**src/rtl/vga_span_fill_if.sv**
```systemverilog
// vga_span_fill_if: bundles the span-fill command handshake and the SRAM
// write-port request/grant signals of vga_span_fill.
//   slave  modport: the span-fill block (consumes commands, drives SRAM writes)
//   master modport: the processor / arbiter side
// Optional macro SPAN_FILL_GRADIENT_EN adds the cmd_step field.
interface vga_span_fill_if #(
  parameter int PIX_W = 10
);
  logic             cmd_valid;
  logic             cmd_ready;
  logic [PIX_W-1:0] cmd_x;
  logic [PIX_W:0]   cmd_len;
  logic [15:0]      cmd_color;
`ifdef SPAN_FILL_GRADIENT_EN
  logic [15:0]      cmd_step;
`endif
  logic             abort;
  logic             sram_wr_en;
  logic [15:0]      sram_wr_addr;
  logic [15:0]      sram_wr_data;
  logic             sram_wr_ready;

  modport slave (
`ifdef SPAN_FILL_GRADIENT_EN
    input  cmd_step,
`endif
    input  cmd_valid, cmd_x, cmd_len, cmd_color, abort, sram_wr_ready,
    output cmd_ready, sram_wr_en, sram_wr_addr, sram_wr_data
  );

  modport master (
`ifdef SPAN_FILL_GRADIENT_EN
    output cmd_step,
`endif
    output cmd_valid, cmd_x, cmd_len, cmd_color, abort, sram_wr_ready,
    input  cmd_ready, sram_wr_en, sram_wr_addr, sram_wr_data
  );
endinterface

```
**src/rtl/vga_span_fill.sv**
```systemverilog
// vga_span_fill: writes horizontal spans of RGB565 pixels into the scanline
// buffer in SRAM, one 16-bit word per granted cycle.
// Ports:
//   clk       - system clock
//   rst       - synchronous active-high reset
//   bus       - vga_span_fill_if.slave: command handshake (cmd_valid/ready,
//               cmd_x, cmd_len, cmd_color[, cmd_step]), abort, and the SRAM
//               write port (sram_wr_en/addr/data, sram_wr_ready grant)
//   busy      - high while a span is being written
//   done      - one-cycle pulse when a span finishes normally
//   pix_count - writes completed for the current or last span
// Macro SPAN_FILL_GRADIENT_EN: when defined, each granted write advances the
// colour by a per-field wrapping step (cmd_step); otherwise spans are solid.
module vga_span_fill #(
  parameter logic [15:0] BASE_ADDR   = 16'h0000,
  parameter int          LINE_PIXELS = 1024,
  parameter int          PIX_W       = 10
) (
  input  logic           clk,
  input  logic           rst,
  vga_span_fill_if.slave bus,
  output logic           busy,
  output logic           done,
  output logic [PIX_W:0] pix_count
);

  typedef enum logic {IDLE, FILL} state_t;

  localparam logic [PIX_W:0] MAX_LEN = (PIX_W+1)'(LINE_PIXELS);
  localparam logic [PIX_W:0] ONE_LEN = {{PIX_W{1'b0}}, 1'b1};

  state_t           state_q, state_d;
  logic [PIX_W-1:0] cur_x_q, cur_x_d;
  logic [PIX_W:0]   rem_q, rem_d;
  logic [PIX_W:0]   pix_q, pix_d;
  logic [15:0]      data_q, data_d;
  logic             done_q, done_d;
  logic             en_q, en_d;
  logic             ready_q, ready_d;
  logic             grant;
  logic [PIX_W:0]   len_clamped;

`ifdef SPAN_FILL_GRADIENT_EN
  logic [15:0]      step_q, step_d;

  // Independent modular add per colour field; no carry crosses R/G/B.
  function automatic logic [15:0] grad_add(input logic [15:0] c,
                                           input logic [15:0] s);
    logic [4:0] r;
    logic [5:0] g;
    logic [4:0] b;
    r = c[15:11] + s[15:11];
    g = c[10:5]  + s[10:5];
    b = c[4:0]   + s[4:0];
    return {r, g, b};
  endfunction
`endif

  assign grant       = en_q && bus.sram_wr_ready;
  assign len_clamped = (bus.cmd_len > MAX_LEN) ? MAX_LEN : bus.cmd_len;

  always_comb begin
    state_d = state_q;
    cur_x_d = cur_x_q;
    rem_d   = rem_q;
    pix_d   = pix_q;
    data_d  = data_q;
    done_d  = 1'b0;
`ifdef SPAN_FILL_GRADIENT_EN
    step_d  = step_q;
`endif
    case (state_q)
      IDLE: begin
        // abort is deliberately not consulted here: commands are accepted regardless.
        if (bus.cmd_valid && ready_q) begin
          cur_x_d = bus.cmd_x;
          rem_d   = len_clamped;
          data_d  = bus.cmd_color;
          pix_d   = '0;
`ifdef SPAN_FILL_GRADIENT_EN
          step_d  = bus.cmd_step;
`endif
          if (len_clamped == '0) done_d  = 1'b1;
          else                   state_d = FILL;
        end
      end
      FILL: begin
        // A grant in the abort cycle still counts: the arbiter has taken the word.
        if (grant) begin
          cur_x_d = cur_x_q + 1'b1;  // wraps at LINE_PIXELS (power of two)
          pix_d   = pix_q + 1'b1;
          rem_d   = rem_q - 1'b1;
`ifdef SPAN_FILL_GRADIENT_EN
          data_d  = grad_add(data_q, step_q);
`endif
        end
        if (bus.abort) begin
          state_d = IDLE;
        end else if (grant && (rem_q == ONE_LEN)) begin
          state_d = IDLE;
          done_d  = 1'b1;
        end
      end
      default: state_d = IDLE;
    endcase
    // Handshake outputs are registered so they follow the state one edge later.
    ready_d = (state_d == IDLE);
    en_d    = (state_d == FILL);
  end

  always_ff @(posedge clk) begin
    if (rst) begin
      state_q <= IDLE;
      cur_x_q <= '0;
      rem_q   <= '0;
      pix_q   <= '0;
      data_q  <= '0;
      done_q  <= 1'b0;
      en_q    <= 1'b0;
      ready_q <= 1'b0;
`ifdef SPAN_FILL_GRADIENT_EN
      step_q  <= '0;
`endif
    end else begin
      state_q <= state_d;
      cur_x_q <= cur_x_d;
      rem_q   <= rem_d;
      pix_q   <= pix_d;
      data_q  <= data_d;
      done_q  <= done_d;
      en_q    <= en_d;
      ready_q <= ready_d;
`ifdef SPAN_FILL_GRADIENT_EN
      step_q  <= step_d;
`endif
    end
  end

  assign bus.cmd_ready    = ready_q;
  assign bus.sram_wr_en   = en_q;
  assign bus.sram_wr_addr = BASE_ADDR + {{(15-PIX_W){1'b0}}, cur_x_q, 1'b0};
  assign bus.sram_wr_data = data_q;
  assign busy             = (state_q == FILL);
  assign done             = done_q;
  assign pix_count        = pix_q;

endmodule

```
**src/flat_wrapper.sv**
```systemverilog
// flat-port wrapper written by rule: the top's interface ports become plain ports
module vga_span_fill_flat 
#(
  parameter logic [15:0] BASE_ADDR   = 16'h0000,
  parameter int          LINE_PIXELS = 1024,
  parameter int          PIX_W       = 10
)
  (clk, rst, busy, done, pix_count, bus_cmd_valid, bus_cmd_x, bus_cmd_len, bus_cmd_color, bus_abort, bus_sram_wr_ready, bus_cmd_ready, bus_sram_wr_en, bus_sram_wr_addr, bus_sram_wr_data);
  vga_span_fill_if #(.PIX_W(PIX_W)) bus_i ();
  input  logic clk;
  input  logic rst;
  output logic busy;
  output logic done;
  output logic [PIX_W:0] pix_count;
  input wire logic [$bits(bus_i.cmd_valid)-1:0] bus_cmd_valid;
  input wire logic [$bits(bus_i.cmd_x)-1:0] bus_cmd_x;
  input wire logic [$bits(bus_i.cmd_len)-1:0] bus_cmd_len;
  input wire logic [$bits(bus_i.cmd_color)-1:0] bus_cmd_color;
  input wire logic [$bits(bus_i.abort)-1:0] bus_abort;
  input wire logic [$bits(bus_i.sram_wr_ready)-1:0] bus_sram_wr_ready;
  output wire logic [$bits(bus_i.cmd_ready)-1:0] bus_cmd_ready;
  output wire logic [$bits(bus_i.sram_wr_en)-1:0] bus_sram_wr_en;
  output wire logic [$bits(bus_i.sram_wr_addr)-1:0] bus_sram_wr_addr;
  output wire logic [$bits(bus_i.sram_wr_data)-1:0] bus_sram_wr_data;
  assign bus_i.cmd_valid = bus_cmd_valid;
  assign bus_i.cmd_x = bus_cmd_x;
  assign bus_i.cmd_len = bus_cmd_len;
  assign bus_i.cmd_color = bus_cmd_color;
  assign bus_i.abort = bus_abort;
  assign bus_i.sram_wr_ready = bus_sram_wr_ready;
  assign bus_cmd_ready = bus_i.cmd_ready;
  assign bus_sram_wr_en = bus_i.sram_wr_en;
  assign bus_sram_wr_addr = bus_i.sram_wr_addr;
  assign bus_sram_wr_data = bus_i.sram_wr_data;
  vga_span_fill #(.BASE_ADDR(BASE_ADDR), .LINE_PIXELS(LINE_PIXELS), .PIX_W(PIX_W)) u_core (.clk(clk), .rst(rst), .bus(bus_i), .busy(busy), .done(done), .pix_count(pix_count));
endmodule
```
**config.mk**
```make
export PLATFORM = sky130hd
export DESIGN_NAME = vga_span_fill_flat
export DESIGN_NICKNAME = d
export VERILOG_FILES = /design/src/rtl/vga_span_fill_if.sv /design/src/rtl/vga_span_fill.sv /design/src/flat_wrapper.sv
export SDC_FILE = /design/constraint.sdc
export NUM_CORES = 1
export LEC_CHECK = 0
export ABC_AREA = 1
export BUFFER_PORTS_ARGS = -buffer_cell sky130_fd_sc_hd__buf_4
export CORE_MARGIN = 5
export CORE_UTILIZATION = 43
export DETAILED_ROUTE_END_ITERATION = 6
export PLACE_DENSITY = 0.73
export SLEW_MARGIN = 20
export SYNTH_ARGS = -nofsm -noshare
export SYNTH_HDL_FRONTEND = slang
export SYNTH_SLANG_ARGS = --single-unit
```
**constraint.sdc**
```tcl
create_clock -name clk -period 1.99 [get_ports clk]
set_clock_uncertainty 0.2 [all_clocks]
set_input_delay 0.199 -clock clk [delete_from_list [all_inputs] [get_ports clk]]
set_output_delay 0.199 -clock clk [all_outputs]
set_load 0.05 [all_outputs]
```
==> run_results.csv <==
group,metric,value,unit
drt,vias,2792,
global_routing,grt_pass1_vias,2587,
global_routing,antenna_found_initial,0,
clock_network,clock_insertion_delay_worst_skew,300,ps
drt,top_layer,"met4",
drt,wl_met3,464,um
global_routing,overflow,0,
drt,dr.first_iter.drc_count,156,
logic_synthesis,synth-adder-area-share,0.0192,
floorplanning,coreArea,5920,um^2
power,power.leakage,0.00165,uW
place,dpl.cell_count,525,
global_routing,grt_usage,0.186,
clock_network,cts-root-buf,"clkbuf_8",
critical_path,cp_cell_sequence,"ha_1, nand2_1, nor2_1, nand2_1, nor2_1, nand3_1, o21ai_0, a21oi_1",
floorplanning,die_area,7710,um^2
place,io_buffers,82,
drt,totalWireLength,7120,um
logic_synthesis,yosys_warnings,0,
drt,wl_per_cell,12.7,um
critical_path,path_max_fanout,5,
logic_synthesis,ys_types,31,
floorplanning,initial_core_util,0.440,
timing,timing.hold.ws,12.6,ps
floorplanning,die_h,87.8,um
flow_run,drv_cap,0,
drt,drc_errors,0,
layout,fill_cells,551,
drt,viasPerCell,4.98,
critical_path,timing.critical_path.buf_inv,0,
drt,ant_nets,0,
layout,nets,531,
drt,drt-met1-wl,3060,um
layout,area_growth,39.1,%
logic_synthesis,synth_compound_area_frac,0.175,
critical_path,critPathRequiredTime,1990,ps
floorplanning,rows,28,
timing,finalSetupViolations,0,
timing,finalCritPeriodShare,0.864,
place,dpl.hpwl,5050,um
layout,final_cell_mix,"86 x buf_4, 67 x nand2_1, 66 x nor2_1",
logic_synthesis,synth_seq_area_share,0.392,
logic_synthesis,synth_xor_area_frac,0.0269,
critical_path,critical_path.top_delay_family,"simple AND/OR/NAND/NOR gates",
critical_path,rrSetupSlack,270,ps
critical_path,crit_path_top_delay_cell,"dfxtp_1",
global_routing,grt_pass1_wl,11700,um
layout,layout_commonest_cell,"buf_4",
clock_network,clockBufferDepth,2,
power,vdd_drop_max,0.455,mV
timing,rsz0062_at_grt,"no",
logic_synthesis,avgSynthCellArea,6.82,um^2
clock_network,clkSinkCount,51,
power,powerDensity,695,nW/um^2
layout,drive_gt1_frac,0.216,
worst_hold_path,min_path_type,"in2reg",
outcome,status,"finished clean",
logic_synthesis,synthCells,382,
clock_network,numCtsBuffers,5,
clock_network,cts.htree.levels,2,
logic_synthesis,synth-seq-cells,51,
layout,fin_cells,561,
logic_synthesis,yosys.area_share.simple,0.283,
logic_synthesis,synth_top_family_by_area,"simple AND/OR/NAND/NOR gates",
layout,diodes,0,
critical_path,cp.arrival,1720,ps
critical_path,crit_type,"reg2reg",
floorplanning,dieWidth,87.8,um
floorplanning,num_io_pins,89,
timing,min_period,1720,ps
place,place.gp.congestion,0.844,
timing,slew_viol_final,0,
timing,hold_viol,0,
drt,wl_met2,3520,um
timing,fmax,582,MHz
logic_synthesis,synthMuxAreaShare,0,
logic_synthesis,syn_area,2600,um^2
clock_network,cts_tree,"yes",
global_routing,grt_max_degree,33,
critical_path,cp-start-kind,"flip-flop",
clock_network,clk_pin_slew_worst_paths,90,ps
clock_network,post-cts-setup-buffers,0,
layout,ff_latch_area,1020,um^2
critical_path,max_stage_delay,410,ps
critical_path,end_kind,"flip-flop",
layout,multi_input_area,1340,um^2
drt,firstDrtPassIters,4,
timing,setup_tns,0,ps
final cells by class:
class / instances / share of cell area
timing repair buffer: 115 / 0.261
inverter: 34 / 0.0352
sequential: 51 / 0.282
multi-input combinational: 278 / 0.369
clock buffer: 6 / 0.0228
tap: 75 / 0.0259
clock inverter: 2 / 0.00449
per-layer routing:
| metal | vias up | GRT usage |
|---|---|---|
| met5 | - | 0 |
| met4 | 0 | 0.0502 |
| met3 | 7 | 0.0348 |
| met2 | 78 | 0.329 |
| met1 | 1268 | 0.229 |
| li1 | 1439 | - |
tightest hold or removal path, delay by kind of cell:
kind                   cells  cell delay (ps)
buffers and inverters      2              120
AND/OR/NAND/NOR            3              170
kinds of logic (layout without fill, tap and decap cells):
kind of cell,count (synthesis),in the layout
adder cells (fa/ha/maj),4,4
buffers and inverters,58,157
AND/OR/NAND/NOR,176,176
other,1,6
AO/OA/AOI/OAI,84,84
XOR/XNOR,8,8
flip-flops,51,51
final timing paths:
kind	end	cells past startpoint	startpoint
worst max-delay path	u_core.pix_count[10]	8	u_core.pix_count[0]
worst max register to register	u_core.pix_count[10]	8	u_core.pix_count[0]
worst min-delay path	u_core.rem_q[4]	5	bus_cmd_len[4]
worst min register to register	u_core.bus.sram_wr_data[1]	2	u_core.bus.sram_wr_data[1]
power breakdown:
part / switching, uW / total (uW) / internal [uW]
sequential: 60.0 / 1150 / 1090
combinational: 466 / 740 / 275
clock: 344 / 628 / 284
synth_stat cells:
master,n,area share
a21oi_1,26,0.050
or2_2,3,0.0072
o21bai_1,2,0.0058
nand3_1,31,0.060
conb_1,1,0.0014
clkbuf_1,8,0.012
nor2_1,66,0.095
buf_4,9,0.026
o22ai_1,2,0.0048
inv_2,3,0.0043
xnor2_1,4,0.013
a211oi_1,4,0.012
nor3_2,1,0.0038
nor3_1,3,0.0058
nand2_1,67,0.097
nand3_2,1,0.0038
o21ai_1,1,0.0019
nand2_4,1,0.0043
and3_1,1,0.0024
xor2_1,4,0.013
dfxtp_1,51,0.39
a31oi_1,5,0.012
nand4_1,2,0.0048
o21a_1,1,0.0029
inv_1,31,0.045
o21ai_0,41,0.079
o21bai_2,1,0.0043
buf_2,6,0.012
ha_1,4,0.019
buf_6,1,0.0043
o211ai_1,1,0.0029
metrics by stage:
stage                     total power (uW)  instance area [um^2]  setup slack, ps   util
after floorplan                       1660                  2620             14.9      -
after global placement                1850                  3240              375  0.548
after detailed placement              1860                  3240              302  0.548
after CTS                             2540                  3620              291  0.612
after global routing                  2670                  3620              111  0.612
final                                 2520                  3620              270  0.612
registers in the layout (all words and copies together) (netlist names):
signal / cells
u_core.done: 1
u_core.bus.cmd_ready: 1
u_core.busy: 1
u_core.pix_count: 11
u_core.rem_q: 11
u_core.bus.sram_wr_data: 16
u_core.cur_x_q: 10
timing repair:
item                                    4_1_cts  5_1_grt
endpoints found under the setup margin        0        0
hold buffers                                 28        0
gates resized for setup                       0        0
hold endpoints to repair                     36        0
Note: power is estimated with default switching activity, not from simulation.
